`src/rtl/mdu_pkg.sv`:
```
// Shared definitions for the iterative multiply/divide unit and the control decoder.
package mdu_pkg;

  localparam logic [1:0] OP_MULT  = 2'b00;
  localparam logic [1:0] OP_MULTU = 2'b01;
  localparam logic [1:0] OP_DIV   = 2'b10;
  localparam logic [1:0] OP_DIVU  = 2'b11;

  localparam logic [31:0] DIV0_LO = 32'hFFFF_FFFF;

  typedef enum logic [1:0] {
    IDLE = 2'd0,
    ITER = 2'd1,
    FIX  = 2'd2
  } state_e;

endpackage

```
`src/rtl/mul_div_unit.sv`:
```
// Iterative MULT/MULTU/DIV/DIVU into HI/LO: shift-add multiply, restoring divide,
// one shared adder, magnitude datapath with sign fix-up in the final cycle.
module mul_div_unit
  import mdu_pkg::*;
#(
  parameter int unsigned WIDTH = 32
) (
  input  logic             clk,
  input  logic             reset,
  input  logic             start,
  input  logic [1:0]       op,
  input  logic [WIDTH-1:0] a,
  input  logic [WIDTH-1:0] b,
  input  logic             hi_we,
  input  logic             lo_we,
  output logic [WIDTH-1:0] hi,
  output logic [WIDTH-1:0] lo,
  output logic             busy,
  output logic             done
);

  localparam int unsigned CW   = $clog2(WIDTH);
  localparam int unsigned AW   = WIDTH + 2;
  localparam logic [CW-1:0] LAST = CW'(WIDTH - 1);

  state_e           state;
  logic [CW-1:0]    cnt;
  logic [1:0]       op_q;
  logic             neg_q;      // negate product / quotient
  logic             neg_rem_q;  // negate remainder
  logic [WIDTH-1:0] opnd_q;     // |multiplicand| or |divisor|
  logic [WIDTH-1:0] a_q;
  logic [WIDTH-1:0] acc_hi;
  logic [WIDTH-1:0] acc_lo;

  logic             signed_op;
  logic [WIDTH-1:0] abs_a;
  logic [WIDTH-1:0] abs_b;
  logic [WIDTH:0]   add_a;
  logic [WIDTH:0]   add_b;
  logic             add_cin;
  logic [AW-1:0]    add_res;
  logic             no_borrow;
  logic [2*WIDTH-1:0] prod;
  logic [WIDTH-1:0] fix_hi;
  logic [WIDTH-1:0] fix_lo;

  // Operand magnitudes; unsigned ops pass straight through.
  always_comb begin
    signed_op = ~op[0];
    abs_a     = (signed_op && a[WIDTH-1]) ? -a : a;
    abs_b     = (signed_op && b[WIDTH-1]) ? -b : b;
  end

  // Shared adder: P_hi + multiplicand, or {R,Q msb} - divisor via carry-out.
  always_comb begin
    add_a   = {1'b0, acc_hi};
    add_b   = {1'b0, opnd_q};
    add_cin = 1'b0;
    if (op_q[1]) begin
      add_a   = {acc_hi, acc_lo[WIDTH-1]};
      add_b   = ~{1'b0, opnd_q};
      add_cin = 1'b1;
    end
    add_res   = {1'b0, add_a} + {1'b0, add_b} + AW'(add_cin);
    no_borrow = add_res[AW-1];
  end

  // Sign correction and divide-by-zero result selection.
  always_comb begin
    prod = {acc_hi, acc_lo};
    if (neg_q) prod = -prod;
    fix_hi = prod[2*WIDTH-1:WIDTH];
    fix_lo = prod[WIDTH-1:0];
    if (op_q[1]) begin
      if (opnd_q == '0) begin
        fix_hi = a_q;
        fix_lo = WIDTH'(DIV0_LO);
      end else begin
        fix_hi = neg_rem_q ? -acc_hi : acc_hi;
        fix_lo = neg_q ? -acc_lo : acc_lo;
      end
    end
  end

  always_ff @(posedge clk) begin
    if (reset) begin
      state     <= IDLE;
      cnt       <= '0;
      hi        <= '0;
      lo        <= '0;
      busy      <= 1'b0;
      done      <= 1'b0;
      op_q      <= OP_MULT;
      neg_q     <= 1'b0;
      neg_rem_q <= 1'b0;
      opnd_q    <= '0;
      a_q       <= '0;
      acc_hi    <= '0;
      acc_lo    <= '0;
    end else begin
      done <= 1'b0;
      case (state)
        IDLE: begin
          if (start) begin
            op_q      <= op;
            neg_q     <= signed_op & (a[WIDTH-1] ^ b[WIDTH-1]);
            neg_rem_q <= signed_op & a[WIDTH-1];
            a_q       <= a;
            acc_hi    <= '0;
            opnd_q    <= op[1] ? abs_b : abs_a;
            acc_lo    <= op[1] ? abs_a : abs_b;
            cnt       <= '0;
            busy      <= 1'b1;
            state     <= ITER;
          end else begin
            if (hi_we) hi <= a;
            if (lo_we) lo <= a;
          end
        end
        ITER: begin
          if (op_q[1]) begin
            acc_hi <= no_borrow ? add_res[WIDTH-1:0] : {acc_hi[WIDTH-2:0], acc_lo[WIDTH-1]};
            acc_lo <= {acc_lo[WIDTH-2:0], no_borrow};
          end else if (acc_lo[0]) begin
            {acc_hi, acc_lo} <= {add_res[WIDTH:0], acc_lo[WIDTH-1:1]};
          end else begin
            {acc_hi, acc_lo} <= {1'b0, acc_hi, acc_lo[WIDTH-1:1]};
          end
          cnt <= cnt + CW'(1);
          if (cnt == LAST) state <= FIX;
        end
        FIX: begin
          hi    <= fix_hi;
          lo    <= fix_lo;
          busy  <= 1'b0;
          done  <= 1'b1;
          state <= IDLE;
        end
        default: state <= IDLE;
      endcase
    end
  end

endmodule

```
`config.mk`:
```
export PLATFORM = sky130hd
export DESIGN_NAME = mul_div_unit
export DESIGN_NICKNAME = d
export VERILOG_FILES = /design/src/rtl/mdu_pkg.sv /design/src/rtl/mul_div_unit.sv
export SDC_FILE = /design/constraint.sdc
export NUM_CORES = 1
export LEC_CHECK = 0
export BUFFER_PORTS_ARGS = -buffer_cell sky130_fd_sc_hd__buf_2
export CORE_UTILIZATION = 35
export DETAILED_ROUTE_END_ITERATION = 8
export HOLD_SLACK_MARGIN = 0.1
export PLACE_DENSITY = 0.58
export SYNTH_ARGS = -nofsm -noshare
export SYNTH_HDL_FRONTEND = slang
export SYNTH_SLANG_ARGS = --single-unit
```
`constraint.sdc`:
```
create_clock -name clk -period 5.7 [get_ports clk]
set_clock_uncertainty 0.05 [all_clocks]
set_input_delay 0.285 -clock clk [delete_from_list [all_inputs] [get_ports clk]]
set_output_delay 0.285 -clock clk [all_outputs]
set_load 0.05 [all_outputs]
```
==> results_dict.tcl, run 1 <==
set metrics [dict create \
    gp_congestion 0.922 \
    yosysMostFrequentCell "nand2_1" \
    ff2ff_path_depth 12 \
    syn-instance-count 2216 \
    ctsHoldBuffers 34 \
    synth_area_sq_um 16200 \
    avgSynthCellArea_sq_um 7.32 \
    power.density_nw_per_um2 251 \
    r2r-end "acc_hi[2]" \
    crit_chain "buf_4 -> mux2_2 -> ha_1 -> nand2_1 -> o21ai_0 -> a21oi_2 -> o31a_1 -> o31ai_4 -> and2_1 -> a31oi_1 -> a32oi_1 -> nor2_1" \
    path_clk_slew_ps 60 \
    synth_compound_area_frac 0.291 \
    cts_root_buffer "clkbuf_16" \
    critPathBufInv 1 \
    grt_overflow 0 \
    hp-class "in -> reg" \
    yosysWarnings 0 \
    hpwl_um 45600 \
    cp_data_arrival_time_ps 4920 \
    synth.area.mux_share 0.0503 \
    startpoint "op_q[1]" \
    dieHeight_um 217 \
    numCtsBuffers 24 \
    tightest_slew_ps 969 \
    die_w_um 217 \
    final_util 0.399 \
    grt_pass1_wl_um 94000 \
    clock-sinks 204 \
    crit_path_end_kind "flop" \
    syn_nets 2325 \
    holdPathEnd "opnd_q[6]" \
    remaining_drc_errors 0 \
    r2r-start "op_q[1]" \
    cts_resized 0 \
    synth_cell_types 87 \
    slowest_delay_ps 810 \
    vias 17000 \
    crit_type "reg -> reg" \
    fin_crit_sh 0.801 \
    hold_viol 0 \
    synth_top_area_share 0.252 \
    die-area_sq_um 47200 \
    required_ps 6050 \
    synthAdderAreaFrac 0.0298 \
    boundaryPins 137 \
    worstSkewPairLatency_ps 540 \
    yosys.area_share.xor_xnor 0.105 \
    hp-start "reset" \
    clockBufferDepth 3 \
    drv_slew 0 \
    wl_um 61800 \
    finalCriticalPeriod_ps 4570 \
    drv_cap 0 \
    start_util 0.356 \
    synth_ff_type "dfxtp_1" \
    floorplan.rows 78 \
    synth_top_family_by_area "compound AO/OA/AOI/OAI gates" \
    synthTopCellsByArea "dfxtp_1, nand2_1, a21oi_1" \
    antenna_found_initial 0 \
    antenna_left 0 \
    critical_path.top_delay_family "compound AO/OA/AOI/OAI gates" \
    vias_per_cell 5.98 \
    setup-tns-final_ps 0 \
    final_layout_size_suffix_gt1_frac 0.126 \
    leakagePower_nw 7.00 \
    grt_max_degree 112 \
    setup_violations 0 \
    synthSimpleGateAreaFrac 0.212 \
    synth-seq-area-share 0.252 \
    track_usage 0.255 \
    critPathLaunchType "flop" \
    cts_max_level 1 \
    finalNetCount 2335 \
    synth_common_cells "nand2_1, a21oi_1, dfxtp_1" \
    status "complete, no violations" \
    cts_tree "built" \
    drt_iter0_markers 1470 \
    relSlewSlack 0.353 \
    synth_edf_count 0 \
    fmax_mhz 219 \
    hold_depth 2 \
    rsz0062_at_grt "no" \
    synth.largest_area_cell "dfxtp_1" \
    core_sq_um 45600 \
    synth_seq_cells 204 \
    cts_setup_buffers 0 \
    reg2reg_setup_slack_ps 1130 \
    async_reset_ff_frac 0 \
    n_antenna_cell 0 \
    wl_per_cell_um 21.7 \
    areaGrowthSynthToFinish_pct 12.1 \
    ir_drop_v 0.000190 \
    grt_pass1_vias 15600 \
    dr.pass1.iters 7 \
    slowest_stage "dfxtp_4" \
    portBuffers 136 \
    crit_fanout 53 \
]
## registers in the layout, indices dropped and copies added (netlist names), 2 cells and up
signal	flops
a_q	32
state	2
acc_lo	32
hi	32
acc_hi	32
cnt	5
lo	32
opnd_q	32
## logic make-up (layout without fill, tap and decap cells)
group / count (synthesis) / in the layout
xor gates and xnor gates: 194 / 194
and+or+nand+nor: 732 / 732
buffers and inverters: 248 / 276
DFF: 204 / 204
AOI/OAI and AO/OA: 722 / 722
muxes: 78 / 78
adders and majority gates: 38 / 38
## metrics by stage
| stage | instance area, sq um | setup WS, ps | total power [mW] | hold WS, ps | std cells |
|---|---|---|---|---|---|
| 2_1_floorplan | 16200 | 1210 | 2.57 | 371 | 2216 |
| 3_3_place_gp | 17100 | 1250 | 2.96 | 389 | 2766 |
| 3_5_place_dp | 17100 | 1250 | 2.97 | 393 | 2766 |
| 4_1_cts | 18200 | 1230 | 4.55 | 121 | 2844 |
| 5_1_grt | 18200 | 860 | 4.76 | 150 | 2844 |
| 6_report | 18200 | 1130 | 4.56 | 126 | 2844 |
## cell usage in the layout, fill, tap and decap left out, types with 37 or more instances in the layout
cell type	synthesis	layout
o211ai_1	41	41
a211oi_1	73	73
o21ai_0	142	140
nor2_1	179	178
ha_1	37	37
nand2_1	302	302
nor3_1	47	46
dfxtp_1	204	202
a21oi_1	217	217
mux2i_1	50	50
buf_2	13	135
xnor2_1	100	100
xor2_1	94	94
## worst max path at each step
| stage | to | depth (start not counted) |
|---|---|---|
| floorplan | acc_hi[15] | 18 |
| global placement | acc_hi[2] | 12 |
| detailed placement | acc_hi[2] | 12 |
| CTS | acc_hi[2] | 12 |
| global route | acc_hi[6] | 12 |
| finish | acc_hi[2] | 12 |
## final cells by class
type,count,area (sq um)
clock buffers,32,692
multi-input cells,1764,11200
clock inverters,12,97.6
repair buffers,197,1240
well taps,600,751
inverters,35,131
fillers,4732,27400
flip-flops and latches,204,4090
## power by group
group,leakage (nW),internal [mW],switching (mW)
Sequential,1.67,1.52,0.154
Combinational,4.93,0.455,0.857
Clock,0.391,0.901,0.673
Total,7.00,2.88,1.68
## worst register-to-register path, delay by kind of cell, from the launching register on
kind / cells / cell delay [ps]
mux: 1 / 410
buf+inv: 1 / 620
simple gates: 3 / 360
flops: 1 / 810
compound gates: 6 / 1880
fa+ha+maj: 1 / 300
## metal layers
layer  vias to the layer above  share of wire  GRT usage
li1                       8055              -          -
met1                      8211           0.45      0.353
met2                       648           0.46      0.413
met3                       105          0.068     0.0355
met4                         0          0.027     0.0657
met5                         -              0          0
No activity file was read; power rests on OpenSTA's default activity.
==> inputs of run 2 (changes only) <==
--- a/config.mk
+++ b/config.mk
@@ -5,11 +5,12 @@
 export SDC_FILE = /design/constraint.sdc
 export NUM_CORES = 1
 export LEC_CHECK = 0
+export ABC_AREA = 1
 export BUFFER_PORTS_ARGS = -buffer_cell sky130_fd_sc_hd__buf_2
 export CORE_UTILIZATION = 35
 export DETAILED_ROUTE_END_ITERATION = 8
 export HOLD_SLACK_MARGIN = 0.1
-export PLACE_DENSITY = 0.58
+export PLACE_DENSITY = 0.6
 export SYNTH_ARGS = -nofsm -noshare
 export SYNTH_HDL_FRONTEND = slang
 export SYNTH_SLANG_ARGS = --single-unit
==> constraint.sdc (replaced) <==
create_clock -name clk -period 3.7 [get_ports clk]
set_clock_uncertainty 0.05 [all_clocks]
set_input_delay 0.185 -clock clk [delete_from_list [all_inputs] [get_ports clk]]
set_output_delay 0.185 -clock clk [all_outputs]
set_load 0.05 [all_outputs]
==> run 2 against run 1 <==
Effect of this change: synthesized area rose by 9.3%; final cell count is 34% higher; first-iteration DRC count rose by 76%; synthesized cell count is 37% higher; critical endpoint is now acc_hi[30]; total power rose by 87%; critical path depth is 6 higher; setup slack got worse by 750 ps; global-route usage grew 4.7 points; utilization grew 0.86 points.
==> results_dict.tcl, run 2 <==
set metrics [dict create \
    status "complete, no violations" \
    rsz0062_at_grt "no" \
    yosysWarnings 0 \
    slowest_stage "dfxtp_4" \
    power.density_nw_per_um2 417 \
    die_w_um 227 \
    r2r-end "acc_hi[30]" \
    drt_iter0_markers 2585 \
    synth-seq-area-share 0.230 \
    track_usage 0.302 \
    leakagePower_nw 9.40 \
    cp-endpoint "acc_hi[30]" \
    hpwl_um 61900 \
    yosysMostFrequentCell "nand2_1" \
    antenna_left 0 \
    crit_type "reg -> reg" \
    required_ps 4120 \
    cts_max_level 1 \
    worst_path_most_repeated_cell "nand2_1" \
    clockBufferDepth 3 \
    die-area_sq_um 51500 \
    avgSynthCellArea_sq_um 5.85 \
    slowest_delay_ps 360 \
    crit_fanout 41 \
    reg2reg_setup_slack_ps 390 \
    r2r-start "op_q[1]" \
    cts_root_buffer "clkbuf_16" \
    critPathLaunchType "flop" \
    clock-sinks 204 \
    finalCriticalPeriod_ps 3310 \
    hp-class "in -> reg" \
    synth.largest_area_cell "dfxtp_1" \
    cts_resized 0 \
    syn-instance-count 3028 \
    path_clk_slew_ps 70 \
    hold_viol 0 \
    portBuffers 136 \
    synth_ff_type "dfxtp_1" \
    wl_um 78700 \
    wl_per_cell_um 20.7 \
    synth_common_cells "nand2_1, nor2_1, a21oi_1" \
    grt_max_degree 80 \
    crit_path_end_kind "flop" \
    syn_nets 3137 \
    synth_area_sq_um 17700 \
    start_util 0.354 \
    vias_per_cell 5.48 \
    final_layout_size_suffix_gt1_frac 0.0964 \
    synth_seq_cells 204 \
    finalNetCount 3223 \
    vias 20900 \
    cp_data_arrival_time_ps 3740 \
    gp_congestion 1.04 \
    core_sq_um 50100 \
    async_reset_ff_frac 0 \
    final_util 0.408 \
    synth_top_area_share 0.230 \
    drv_slew 0 \
    dr.pass1.iters 8 \
    synthTopCellsByArea "dfxtp_1, nand2_1, a21oi_1" \
    fin_crit_sh 0.896 \
    mostFrequentLayoutCell "nand2_1" \
    tightest_slew_ps 1090 \
    startpoint "op_q[1]" \
    crit_chain "inv_4 -> buf_4 -> nor2_1 -> a21oi_1 -> ha_1 -> a21oi_1 -> o21bai_1 -> nand2_1 -> nand2_1 -> nand2_1 -> nand2_1 -> nand2_1 -> nand3_4 -> inv_2 -> o21ai_0 -> nand2_1 -> nand3_1 -> a21oi_1" \
    remaining_drc_errors 0 \
    boundaryPins 137 \
    relSlewSlack 0.274 \
    setup_violations 0 \
    floorplan.rows 82 \
    dieHeight_um 227 \
    mostFrequentLayoutCells "nand2_1, nor2_1, a21oi_1" \
    setup-tns-final_ps 0 \
    areaGrowthSynthToFinish_pct 15.1 \
    synth_edf_count 0 \
    numCtsBuffers 26 \
    grt_pass1_vias 19400 \
    ir_drop_v 0.000304 \
    fmax_mhz 302 \
    grt_overflow 0 \
    drv_cap 0 \
    synth_cell_types 55 \
    antenna_found_initial 1 \
    ff2ff_path_depth 18 \
    worstSkewPairLatency_ps 550 \
    cts_tree "built" \
    grt_pass1_wl_um 118000 \
]
[run 2: logic make-up (layout without fill, tap and decap cells)]
family / after synthesis / in the layout / share of synthesized area
XOR/XNOR: 155 / 155 / 0.0766
adder cells (fa/ha/maj): 38 / 38 / 0.0273
AND/OR/NAND/NOR: 1422 / 1422 / 0.339
other: 0 / 2 / 0
flip-flops: 204 / 204 / 0.230
AO/OA/AOI/OAI: 762 / 762 / 0.227
buffers and inverters: 447 / 553 / 0.0993
[run 2: cell type report]
cell class                      instances  area [sq um]
Fill cell                            5582         29700
Multi-Input combinational cell       2377         11900
Sequential cell                       204          4090
Timing Repair Buffer                  232          1600
Inverter                              273          1030
Tap cell                              672           841
Clock buffer                           40           785
Clock inverter                          8           144
Antenna cell                            2          5.00
[run 2: power breakdown]
group	internal (mW)	total [mW]	switching, mW
Combinational	0.912	3.16	2.25
Sequential	2.38	2.59	0.207
Clock	1.73	2.77	1.04
[run 2: worst min-delay path by stage]
stage	start	to	depth (start not counted)
floorplan	a[18]	a_q[18]	2
global placement	cnt[3]	cnt[3]	2
detailed placement	cnt[3]	cnt[3]	2
CTS	b[29]	opnd_q[29]	6
global route	a[29]	a_q[29]	3
finish	a[30]	a_q[30]	3
[run 2: per-stage QoR]
stage	setup WS (ps)	instances	hold WS, ps	total power, mW	cell area (sq um)
floorplan	591	3028	284	4.65	17700
global placement	487	3718	403	5.68	19100
detailed placement	500	3718	406	5.67	19100
CTS	468	3806	107	8.45	20400
global route	67.8	3806	140	8.92	20400
finish	386	3808	122	8.51	20400
[run 2: metal layers]
| layer | vias up | share of wire | GRT usage | wire, um |
|---|---|---|---|---|
| met3 | 152 | 0.087 | 0.0536 | 6810 |
| met1 | 9692 | 0.43 | 0.405 | 33500 |
| li1 | 10100 | - | - | - |
| met2 | 900 | 0.44 | 0.471 | 34700 |
| met4 | 0 | 0.047 | 0.135 | 3700 |
| met5 | - | 0 | 0 | 0 |
[run 2: critical path: cells and delay by family, from the launching register on]
kind | cells | cell delay (ps)
flip-flops | 1 | 360
buffers and inverters | 3 | 830
adder cells (fa/ha/maj) | 1 | 310
AO/OA/AOI/OAI | 5 | 800
AND/OR/NAND/NOR | 9 | 880
[run 2: timing repair]
item,4_1_cts,5_1_grt
setup buffers,0,0
hold buffers,40,0
endpoints found under the hold margin,43,0
